===== src/rtl/life_row_gen.sv =====
// Game-of-Life row engine: WIDTH cells with runtime birth/survive masks, wrapped or tiled edges.
// Define LIFE_GENERATIONS_EN for multi-state ("Generations") decay; otherwise cells are binary.
module life_row_gen #(
  parameter int unsigned WIDTH  = 16,
  parameter int unsigned WRAP   = 1,
  parameter int unsigned STATES = 4,
  parameter int unsigned SPD_W  = 2,
`ifdef LIFE_GENERATIONS_EN
  localparam int unsigned NST   = STATES,
  localparam int unsigned SW    = $clog2(STATES)
`else
  localparam int unsigned NST   = 2,
  localparam int unsigned SW    = 1
`endif
) (
  input  logic                clk,
  input  logic                rst,
  input  logic                load,
  input  logic [WIDTH-1:0]    load_row,
  input  logic                frame_tick,
  input  logic [SPD_W-1:0]    speed,
  input  logic                run,
  input  logic                step,
  input  logic [8:0]          birth_mask,
  input  logic [8:0]          survive_mask,
  input  logic [WIDTH-1:0]    up_row,
  input  logic [WIDTH-1:0]    dn_row,
  input  logic [2:0]          nbr_l,
  input  logic [2:0]          nbr_r,
  output logic [WIDTH-1:0]    alive,
  output logic [WIDTH*SW-1:0] state_bus,
  output logic                gen_done,
  output logic [15:0]         gen_count
);

  if (WIDTH < 3) begin : g_bad_width
    $error("life_row_gen: WIDTH must be at least 3");
  end
  if (STATES < 3 || STATES > 16) begin : g_bad_states
    $error("life_row_gen: STATES must be in 3..16");
  end

`ifdef LIFE_GENERATIONS_EN
  localparam logic [SW-1:0] FailState = SW'(2);
`else
  localparam logic [SW-1:0] FailState = '0;
`endif

  logic [WIDTH-1:0][SW-1:0] cell_q, cell_d;
  logic [WIDTH-1:0]         alive_v;
  logic [WIDTH+1:0]         up_x, mid_x, dn_x;
  logic [WIDTH-1:0][3:0]    cnt;
  logic [SPD_W-1:0]         tick_q;
  logic [15:0]              gen_q;
  logic                     upd_q, done_q;
  logic                     tick_fire, upd;
  logic                     unused_edge;

  always_comb begin
    for (int i = 0; i < WIDTH; i++) begin
      alive_v[i] = (cell_q[i] == SW'(1));
    end
  end

  // Bit 0 of each extended vector is the column left of cell 0, bit WIDTH+1 the one right of
  // cell WIDTH-1, so cell i sees columns i, i+1, i+2.
  if (WRAP != 0) begin : g_wrap
    assign up_x  = {up_row[0],  up_row,  up_row[WIDTH-1]};
    assign mid_x = {alive_v[0], alive_v, alive_v[WIDTH-1]};
    assign dn_x  = {dn_row[0],  dn_row,  dn_row[WIDTH-1]};
  end else begin : g_tile
    assign up_x  = {nbr_r[2], up_row,  nbr_l[2]};
    assign mid_x = {nbr_r[1], alive_v, nbr_l[1]};
    assign dn_x  = {nbr_r[0], dn_row,  nbr_l[0]};
  end
  assign unused_edge = ^{nbr_l, nbr_r};

  always_comb begin
    for (int i = 0; i < WIDTH; i++) begin
      cnt[i] = 4'(up_x[i]) + 4'(up_x[i+1]) + 4'(up_x[i+2])
             + 4'(mid_x[i]) + 4'(mid_x[i+2])
             + 4'(dn_x[i]) + 4'(dn_x[i+1]) + 4'(dn_x[i+2]);
    end
  end

  always_comb begin
    for (int i = 0; i < WIDTH; i++) begin
      cell_d[i] = '0;
      if (cell_q[i] == '0) begin
        cell_d[i] = birth_mask[cnt[i]] ? SW'(1) : '0;
      end else if (cell_q[i] == SW'(1)) begin
        cell_d[i] = survive_mask[cnt[i]] ? SW'(1) : FailState;
`ifdef LIFE_GENERATIONS_EN
      end else if (cell_q[i] < SW'(NST - 1)) begin
        // Dying cells age regardless of neighbours; the last age returns to dead.
        cell_d[i] = cell_q[i] + SW'(1);
`endif
      end else begin
        cell_d[i] = '0;
      end
    end
  end

  assign tick_fire = run && frame_tick && (tick_q >= speed);
  assign upd       = tick_fire || (!run && step);

  always_ff @(posedge clk or negedge rst) begin
    if (!rst) begin
      cell_q <= '0;
      tick_q <= '0;
      gen_q  <= '0;
      upd_q  <= 1'b0;
      done_q <= 1'b0;
    end else begin
      done_q <= upd_q;
      if (load) begin
        // A load drops any coincident update, including its gen_done.
        for (int i = 0; i < WIDTH; i++) begin
          cell_q[i] <= SW'(load_row[i]);
        end
        tick_q <= '0;
        gen_q  <= '0;
        upd_q  <= 1'b0;
      end else begin
        upd_q <= upd;
        if (upd) begin
          cell_q <= cell_d;
          gen_q  <= gen_q + 16'd1;
        end
        if (tick_fire) begin
          tick_q <= '0;
        end else if (run && frame_tick) begin
          tick_q <= tick_q + SPD_W'(1);
        end
      end
    end
  end

  assign alive     = alive_v;
  assign state_bus = cell_q;
  assign gen_done  = done_q;
  assign gen_count = gen_q;

endmodule


===== config.mk =====
export PLATFORM = sky130hd
export DESIGN_NAME = life_row_gen
export DESIGN_NICKNAME = d
export VERILOG_FILES = /design/src/rtl/life_row_gen.sv
export SDC_FILE = /design/constraint.sdc
export NUM_CORES = 1
export LEC_CHECK = 0
export ABC_AREA = 0
export BUFFER_PORTS_ARGS = -buffer_cell sky130_fd_sc_hd__buf_2
export CORE_ASPECT_RATIO = 1.25
export CORE_MARGIN = 5
export CORE_UTILIZATION = 30
export DETAILED_ROUTE_END_ITERATION = 12
export GPL_TIMING_DRIVEN = 0
export PLACE_DENSITY = 0.58
export SLEW_MARGIN = 20
export SYNTH_ARGS = -nofsm -noshare
export SYNTH_HDL_FRONTEND = slang
export SYNTH_SLANG_ARGS = --single-unit

===== constraint.sdc =====
create_clock -name clk -period 9 [get_ports clk]
set_input_delay 1.8 -clock clk [delete_from_list [all_inputs] [get_ports clk]]
set_output_delay 1.8 -clock clk [all_outputs]
set_load 0.02 [all_outputs]

==> results of run 1 <==
==> sequential cells by signal, indices dropped and copies added (netlist names) <==
signal / count
gen_done: 1
gen_count: 16
upd_q: 1
tick_q: 2
alive: 16
==> worst max-delay path by stage <==
stage	cells past startpoint	end	slack, ns
floorplan	12	alive[10]	3.74
global route	13	alive[10]	3.36
detailed placement	13	alive[3]	3.28
finish	13	alive[3]	3.60
CTS	13	alive[3]	3.61
global placement	13	alive[11]	3.34
==> cells by family after synthesis <==
| logic type | count (synthesis) | share of synthesized area (%) |
|---|---|---|
| buffers and inverters | 181 | 10.7 |
| XOR/XNOR | 29 | 3.64 |
| AO/OA/AOI/OAI | 86 | 8.99 |
| adder cells (fa/ha/maj) | 114 | 27.2 |
| multiplexers | 99 | 25.7 |
| flip-flops | 36 | 12.9 |
| AND/OR/NAND/NOR | 138 | 10.8 |
==> through the flow <==
step / setup slack [ns] / cell area, um2
after global routing: 3.36 / 8090
final: 3.60 / 8090
after global placement: 3.34 / 7940
after CTS: 3.61 / 8090
after floorplan: 3.74 / 6970
after detailed placement: 3.28 / 7940
==> worst max-delay path: stages <==
cell and delay [ns]:
buf_2 0.10, inv_1 0.17, fa_1 0.47, fa_1 0.47
fa_1 0.51, inv_1 0.05, ha_1 0.21, fa_1 0.63
mux4_2 0.53, nor2b_1 0.15, a2111oi_0 0.08, a311oi_1 0.28
o31ai_1 0.11
==> area by class of cell <==
type | count | area [um2]
Fill cell | 2363 | 14900
Tap cell | 288 | 360
Buffer | 60 | 289
Inverter | 121 | 454
Clock inverter | 3 | 18.8
Sequential cell | 36 | 901
Clock buffer | 5 | 125
Timing Repair Buffer | 122 | 611
Multi-Input combinational cell | 466 | 5330
==> routing by layer <==
layer	routed length [um]	part of all wire (%)
met2	11100	51
met1	8900	40
met5	0	0
met4	551	2.5
met3	1420	6.5
==> where the power goes <==
| group | total [mW] | internal [mW] | switching, mW | leakage (nW) |
|---|---|---|---|---|
| sequential | 0.228 | 0.187 | 0.0416 | 0.469 |
| clock | 0.188 | 0.103 | 0.0859 | 0.0736 |
| combinational | 2.07 | 1.06 | 1.01 | 3.20 |
==> layout by cell type, fill, tap and decap left out, drive strengths merged, types with 2 or more instances in the layout <==
cell,n
a2111oi,7
a211oi,8
a21o,8
a21oi,19
a311oi,7
and4,2
buf,141
clkbuf,46
clkinv,3
dfrtp,36
fa,63
ha,51
inv,121
mux2,2
mux2i,33
mux4,64
nand2,25
nand2b,2
nand3,12
nand3b,8
nand4,2
nor2,38
nor2b,17
nor3,5
nor3b,4
nor4,2
nor4b,11
o2111ai,8
o21ai,12
o311ai,7
o31ai,7
or4,9
xnor2,19
xor2,10
==> results_dict.tcl, run 1 <==
set metrics [dict create \
    status "complete, no violations" \
    post_cts_buffers 0 \
    required_ns 9.16 \
    met3_usage_pct 2.47 \
    holdWs_ns 0.350 \
    power_density_mw_per_mm2 308 \
    dr.pass1.iters 5 \
    skew_ns 0.0113 \
    drv_cap 0 \
    utilization_pct 35.2 \
    worstPathMaxFanout 5 \
    grt_antenna_before_repair 0 \
    gp_routability_congestion 0.897 \
    holdCritStartpoint "upd_q" \
    cts.clk_slew.worst_paths_ns 0.07 \
    period_needed_ns 5.40 \
    rows 62 \
    slew_headroom_pct 36.0 \
    r2r_cells 12 \
    vdd_ir_drop_max_mv 0.0953 \
    holdPathEnd "gen_done" \
    drt_iter0_markers 459 \
    worstMarginPinSlew_ns 0.959 \
    fin_crit_sh_pct 60.0 \
    postSynth.asyncResetShare_pct 100 \
    power.leakage_nw 3.74 \
    final.setup.tns_ns 0 \
    io_buffers 122 \
    r2r_start "alive[10]" \
    cts.sinks 36 \
    numCtsBuffers 5 \
    hp-class "register to register" \
    cts_hold_buffers 0 \
    grt_max_degree 37 \
    crit_arrival_ns 5.56 \
    finalSetupViolCount 0 \
    max_freq_ghz 0.185 \
    synth_seq_area_share_pct 12.9 \
    finalHoldViolCount 0 \
    synth_area_per_cell_um2 10.2 \
    met2_usage_pct 29.0 \
    hpwl_um 17100 \
    synthCells 683 \
    die-area_mm2 0.0264 \
    yosysUniqueCellTypes 40 \
    mappedNetlistArea_mm2 0.00697 \
    ios 129 \
    power_mw 2.49 \
    die_h_um 180 \
    root_buffer "clkbuf_16" \
    nets 1006 \
    fin_cells 1101 \
    h-tree-depth 2 \
    vias 5903 \
    regToRegSetupSlack_ns 4.96 \
    yosysMostFrequentCell "inv_1" \
    end_kind "register" \
    ys_warn_count 0 \
    busiest_layer "met2" \
    grt_pass1_wl_um 33800 \
    antenna_cells 0 \
    grt_pass1_vias 5975 \
    synth.top_cell.area_share_pct 20.7 \
    crit_start "dn_row[2]" \
    ys_ff_latch 36 \
    viasPerCell 5.36 \
    grt_usage_pct 16.4 \
    placedCellCount 1093 \
    start_util_pct 30.4 \
    grt_util_met1_pct 20.9 \
    report.final.slew_viol_count 0 \
    worstReg2RegEnd "alive[11]" \
    dieWidth_um 146 \
    critPathLaunchType "input port" \
    clock_latency_ns 0.30 \
    hold_depth 0 \
    cts_tree "yes" \
    syn2layout_area_growth_pct 16.0 \
    antenna_left 0 \
    routed_wl_um 22000 \
    criticalPathCategory "input port to register" \
    clock_path_buffers 2 \
    synthFlopType "dfrtp_1" \
    rsz0062_at_grt "false" \
    synth_edf_count 0 \
    synth_fp_nets 877 \
    core_mm2 0.0230 \
    yosys.area.top_type "mux4_2" \
    grt-ovfl-total 0 \
    synthTopCellsByCount "inv_1, mux4_2, fa_1, ha_1, clkbuf_1" \
    synth.top_cells.by_area "mux4_2, fa_1, dfrtp_1" \
    drive_gt1_share_pct 26.8 \
    wl_per_cell_um 20.0 \
    drc 0 \
    cts_resized 0 \
]
Power figures use the tool's default switching activity.
==> run 2, diff against run 1 <==
--- a/config.mk
+++ b/config.mk
@@ -12,7 +12,7 @@
 export CORE_UTILIZATION = 30
 export DETAILED_ROUTE_END_ITERATION = 12
 export GPL_TIMING_DRIVEN = 0
-export PLACE_DENSITY = 0.58
+export PLACE_DENSITY = 0.6
 export SLEW_MARGIN = 20
 export SYNTH_ARGS = -nofsm -noshare
 export SYNTH_HDL_FRONTEND = slang
==> constraint.sdc (replaced) <==
create_clock -name clk -period 4.9 [get_ports clk]
set_input_delay 0.98 -clock clk [delete_from_list [all_inputs] [get_ports clk]]
set_output_delay 0.98 -clock clk [all_outputs]
set_load 0.02 [all_outputs]
==> run 2 against run 1 <==
Combinational power increased by 84%. Setup slack got worse by 3.3 ns. Utilization increased by 0.098 points. Die area unchanged. Final cell count increased by 0.18%. Highest routed layer unchanged.
==> results_dict.tcl, run 2 (synthesis gave the netlist of run 1 again) <==
set metrics [dict create \
    grt_antenna_before_repair 0 \
    numCtsBuffers 5 \
    die-area_mm2 0.0264 \
    max_freq_ghz 0.219 \
    worstMarginPinSlew_ns 0.839 \
    drc 0 \
    status "complete, no violations" \
    hpwl_um 17000 \
    critPathMaxStageDelay_ns 0.62 \
    nets 1007 \
    finalSetupViolCount 0 \
    gp_routability_congestion 0.877 \
    layout_common_cells "buf_2, inv_1, mux4_2, fa_1, ha_1" \
    power_density_mw_per_mm2 563 \
    power.leakage_nw 3.75 \
    wl_per_cell_um 19.8 \
    required_ns 5.06 \
    fin_crit_sh_pct 93.4 \
    grt_pass1_wl_um 34200 \
    end_kind "register" \
    io_buffers 122 \
    vias 5945 \
    vdd_ir_drop_max_mv 0.162 \
    drv_cap 0 \
    die_h_um 180 \
    critPathLaunchType "input port" \
    worst_slack_ns 0.325 \
    cts_tree "yes" \
    routed_wl_um 21900 \
    dieWidth_um 146 \
    rsz0062_at_grt "false" \
    cts.clk_slew.worst_paths_ns 0.08 \
    core_mm2 0.0230 \
    antenna_left 0 \
    hp-class "register to register" \
    worstPathMaxFanout 5 \
    grt_usage_pct 16.4 \
    syn2layout_area_growth_pct 16.3 \
    viasPerCell 5.39 \
    clock_path_buffers 2 \
    cts_hold_buffers 0 \
    dr.pass1.iters 5 \
    grt-ovfl-total 0 \
    criticalPathCategory "input port to register" \
    post_cts_buffers 0 \
    nFillCells 2376 \
    clock_latency_ns 0.29 \
    stdcell_area_mm2 0.00811 \
    drive_gt1_share_pct 26.9 \
    start_util_pct 30.4 \
    crit_top_cell "fa_1" \
    cts_resized 0 \
    finalHoldViolCount 0 \
    grt_max_degree 37 \
    rows 62 \
    period_needed_ns 4.57 \
    root_buffer "clkbuf_16" \
    report.final.slew_viol_count 0 \
    crit_buf_inv 3 \
    worstPathCellList "buf_2, inv_1, fa_1, fa_1, fa_1, inv_1, ha_1, fa_1, mux4_2, nor2b_1, a2111oi_0, a311oi_1, o31ai_1" \
    skew_ns 0.0144 \
    h-tree-depth 2 \
    power_mw 4.56 \
    slew_headroom_pct 44.1 \
    final.setup.tns_ns 0 \
    crit_family "adder cells" \
    cpMaxStageDelayCell "fa_1" \
    utilization_pct 35.3 \
    pre_cts_slack_ns -0.0406 \
    ios 129 \
    drt_iter0_markers 364 \
    grt_pass1_vias 6172 \
    final_common_cell "buf_2" \
    cts.sinks 36 \
    place_area_mm2 0.00794 \
    crit_arrival_ns 4.73 \
]
run 2: cell types whose count changed in the layout (fill, tap and decap cells not counted), sizes merged:
cell | previous run | this run
buf | 141 | 142
diode | 0 | 1
run 2: final timing paths:
kind / cells past startpoint / start / to / slack (ns)
worst max-delay path: 13 / dn_row[4] / alive[5] / 0.33
worst min-delay path: 0 / upd_q / gen_done / 0.38
worst max register to register: 12 / alive[10] / alive[11] / 0.88
worst min register to register: 0 / upd_q / gen_done / 0.38
max in group asynchronous: 2 / rst / gen_count[13] / 3.83
min in group asynchronous: 1 / rst / alive[9] / 0.58
run 2: through the flow:
step | std cells | hold slack (ns)
after floorplan | 683 | 0.331
after global placement | 1093 | 0.338
after detailed placement | 1093 | 0.344
after CTS | 1101 | 0.378
after global routing | 1102 | 0.382
final | 1103 | 0.376
run 2: layout make-up:
class / instances / area, um2 / share of cell area, %
inverters: 121 / 454 / 5.60
flip-flops and latches: 36 / 901 / 11.1
well taps: 288 / 360 / 4.44
repair buffers: 123 / 631 / 7.78
plain buffers: 60 / 289 / 3.56
diodes: 1 / 2.50 / 0.0309
clock buffers: 5 / 125 / 1.54
clock inverters: 3 / 18.8 / 0.231
multi-input cells: 466 / 5330 / 65.7
run 2: routing by layer:
| metal | wire, um | up-vias | GRT usage [%] |
|---|---|---|---|
| met3 | 1620 | 54 | 2.39 |
| met5 | 0 | - | 0 |
| li1 | - | 2676 | - |
| met1 | 8340 | 2936 | 20.0 |
| met4 | 792 | 0 | 5.27 |
| met2 | 11100 | 279 | 29.6 |
run 2: power by group:
group          total [mW]  leakage [nW]  switching (mW)  internal [mW]
Clock               0.341        0.0736           0.152          0.188
Combinational        3.80          3.21            1.85           1.95
Sequential          0.417         0.469          0.0743          0.343
Total                4.56          3.75            2.08           2.48
==> run 3, diff against run 2 <==
--- a/config.mk
+++ b/config.mk
@@ -13,6 +13,7 @@
 export DETAILED_ROUTE_END_ITERATION = 12
 export GPL_TIMING_DRIVEN = 0
 export PLACE_DENSITY = 0.6
+export REMOVE_ABC_BUFFERS = 1
 export SLEW_MARGIN = 20
 export SYNTH_ARGS = -nofsm -noshare
 export SYNTH_HDL_FRONTEND = slang
==> run 3 against run 2 <==
Final area down 3.5%. Register-to-register slack gained 0.07 ns. Setup slack lost 0.046 ns. Routed wire length fell by 8.8%. Critical path depth unchanged. Clock power down 2%. Global-route usage shrank 1.0 points. Largest cell class unchanged. Count of clock-buffer cells in the layout unchanged. Largest power group unchanged.
==> results_dict.tcl, run 3 (synthesis gave the netlist of run 1 again) <==
set metrics [dict create \
    viasPerCell 5.38 \
    grt_antenna_before_repair 0 \
    post_cts_buffers 0 \
    die-area_mm2 0.0264 \
    cts.clk_slew.worst_paths_ns 0.07 \
    holdWs_ns 0.352 \
    grt_max_degree 60 \
    regToRegSetupSlack_ns 0.95 \
    end_kind "register" \
    rows 62 \
    critPathMaxStageDelay_ns 0.64 \
    nets 948 \
    start_util_pct 30.4 \
    layout_common_cells "inv_1, buf_2, mux4_2, fa_1, ha_1" \
    skew_ns 0.0131 \
    holdCritStartpoint "upd_q" \
    grt_pass1_wl_um 32700 \
    clock_latency_ns 0.30 \
    fin_cells 1043 \
    crit_arrival_ns 4.77 \
    r2r_cells 11 \
    finalHoldViolCount 0 \
    clock_path_buffers 2 \
    stdcell_area_mm2 0.00783 \
    crit_family "adder cells" \
    holdPathEnd "gen_done" \
    worstPathCellList "buf_2, inv_1, fa_1, fa_1, fa_1, inv_1, ha_1, fa_1, mux4_2, nor2b_1, a2111oi_0, a311oi_1, o31ai_1" \
    drive_gt1_share_pct 26.6 \
    vdd_ir_drop_max_mv 0.252 \
    worstPathMaxFanout 5 \
    drt_iter0_markers 357 \
    dr.pass1.iters 7 \
    report.final.slew_viol_count 0 \
    fin_crit_sh_pct 94.3 \
    core_mm2 0.0230 \
    gp_routability_congestion 0.826 \
    die_h_um 180 \
    h-tree-depth 2 \
    status "complete, no violations" \
    routed_wl_um 20000 \
    nFillCells 2352 \
    hp-class "register to register" \
    grt-ovfl-total 0 \
    wl_per_cell_um 19.1 \
    crit_buf_inv 3 \
    utilization_pct 34.1 \
    max_freq_ghz 0.216 \
    place_area_mm2 0.00768 \
    cpMaxStageDelayCell "fa_1" \
    crit_top_cell "fa_1" \
    io_buffers 122 \
    finalSetupViolCount 0 \
    grt_usage_pct 15.4 \
    cts_hold_buffers 0 \
    final.setup.tns_ns 0 \
    ios 129 \
    hpwl_um 15100 \
    power.leakage_nw 3.62 \
    grt_pass1_vias 6126 \
    cts_tree "yes" \
    rsz0062_at_grt "false" \
    hold_depth 0 \
    cts_resized 0 \
    worstReg2RegEnd "alive[11]" \
    drc 0 \
    antenna_cells 0 \
    r2r_start "alive[10]" \
    cts.sinks 36 \
    dieWidth_um 146 \
    slew_headroom_pct 31.5 \
    power_density_mw_per_mm2 569 \
    required_ns 5.05 \
    vias 5609 \
    criticalPathCategory "input port to register" \
    placedCellCount 1035 \
    critPathLaunchType "input port" \
    syn2layout_area_growth_pct 12.3 \
    numCtsBuffers 5 \
    root_buffer "clkbuf_16" \
    antenna_left 0 \
    drv_cap 0 \
    worstMarginPinSlew_ns 1.03 \
    period_needed_ns 4.62 \
]
[run 3: cell count changes in the layout (fill, tap and decap cells not counted), sizes merged]
cell    previous run  this run
buf              142       124
clkbuf            46         5
diode              1         0
[run 3: final cells by class]
cell class                      count  area, um2  share of cell area, %
Multi-Input combinational cell    466       5330                   68.1
Timing Repair Buffer              124        639                   8.17
Inverter                          121        454                   5.80
Sequential cell                    36        901                   11.5
Tap cell                          288        360                   4.61
Clock buffer                        5        125                   1.60
Clock inverter                      3       18.8                  0.240
[run 3: per-stage QoR]
step / setup WS [ns] / power [mW]
after global routing: 0.0388 / 4.92
final: 0.279 / 4.45
after floorplan: 0.464 / 3.41
after global placement: -0.0193 / 4.07
after detailed placement: -0.0396 / 4.15
after CTS: 0.260 / 4.51
[run 3: where the power goes]
part	internal (mW)	switching, mW	total (mW)	leakage, nW
Clock	0.188	0.146	0.334	0.0736
Combinational	1.90	1.77	3.67	3.08
Sequential	0.343	0.104	0.446	0.469
[run 3: worst max-delay path by stage]
stage                    from         to  slack (ns)  cells past startpoint
finish              dn_row[8]   alive[9]        0.28                     13
floorplan           up_row[2]   alive[3]        0.46                     12
detailed placement  dn_row[9]  alive[10]       -0.04                     13
global placement    dn_row[6]   alive[7]       -0.02                     13
global route        dn_row[9]  alive[10]        0.04                     13
CTS                 dn_row[8]   alive[9]        0.26                     13
[run 3: per-layer routing]
layer	wire (um)	global-route usage, %
met2	10200	26.8
met4	289	3.43
met3	1660	3.17
met5	0	0
met1	7840	19.6
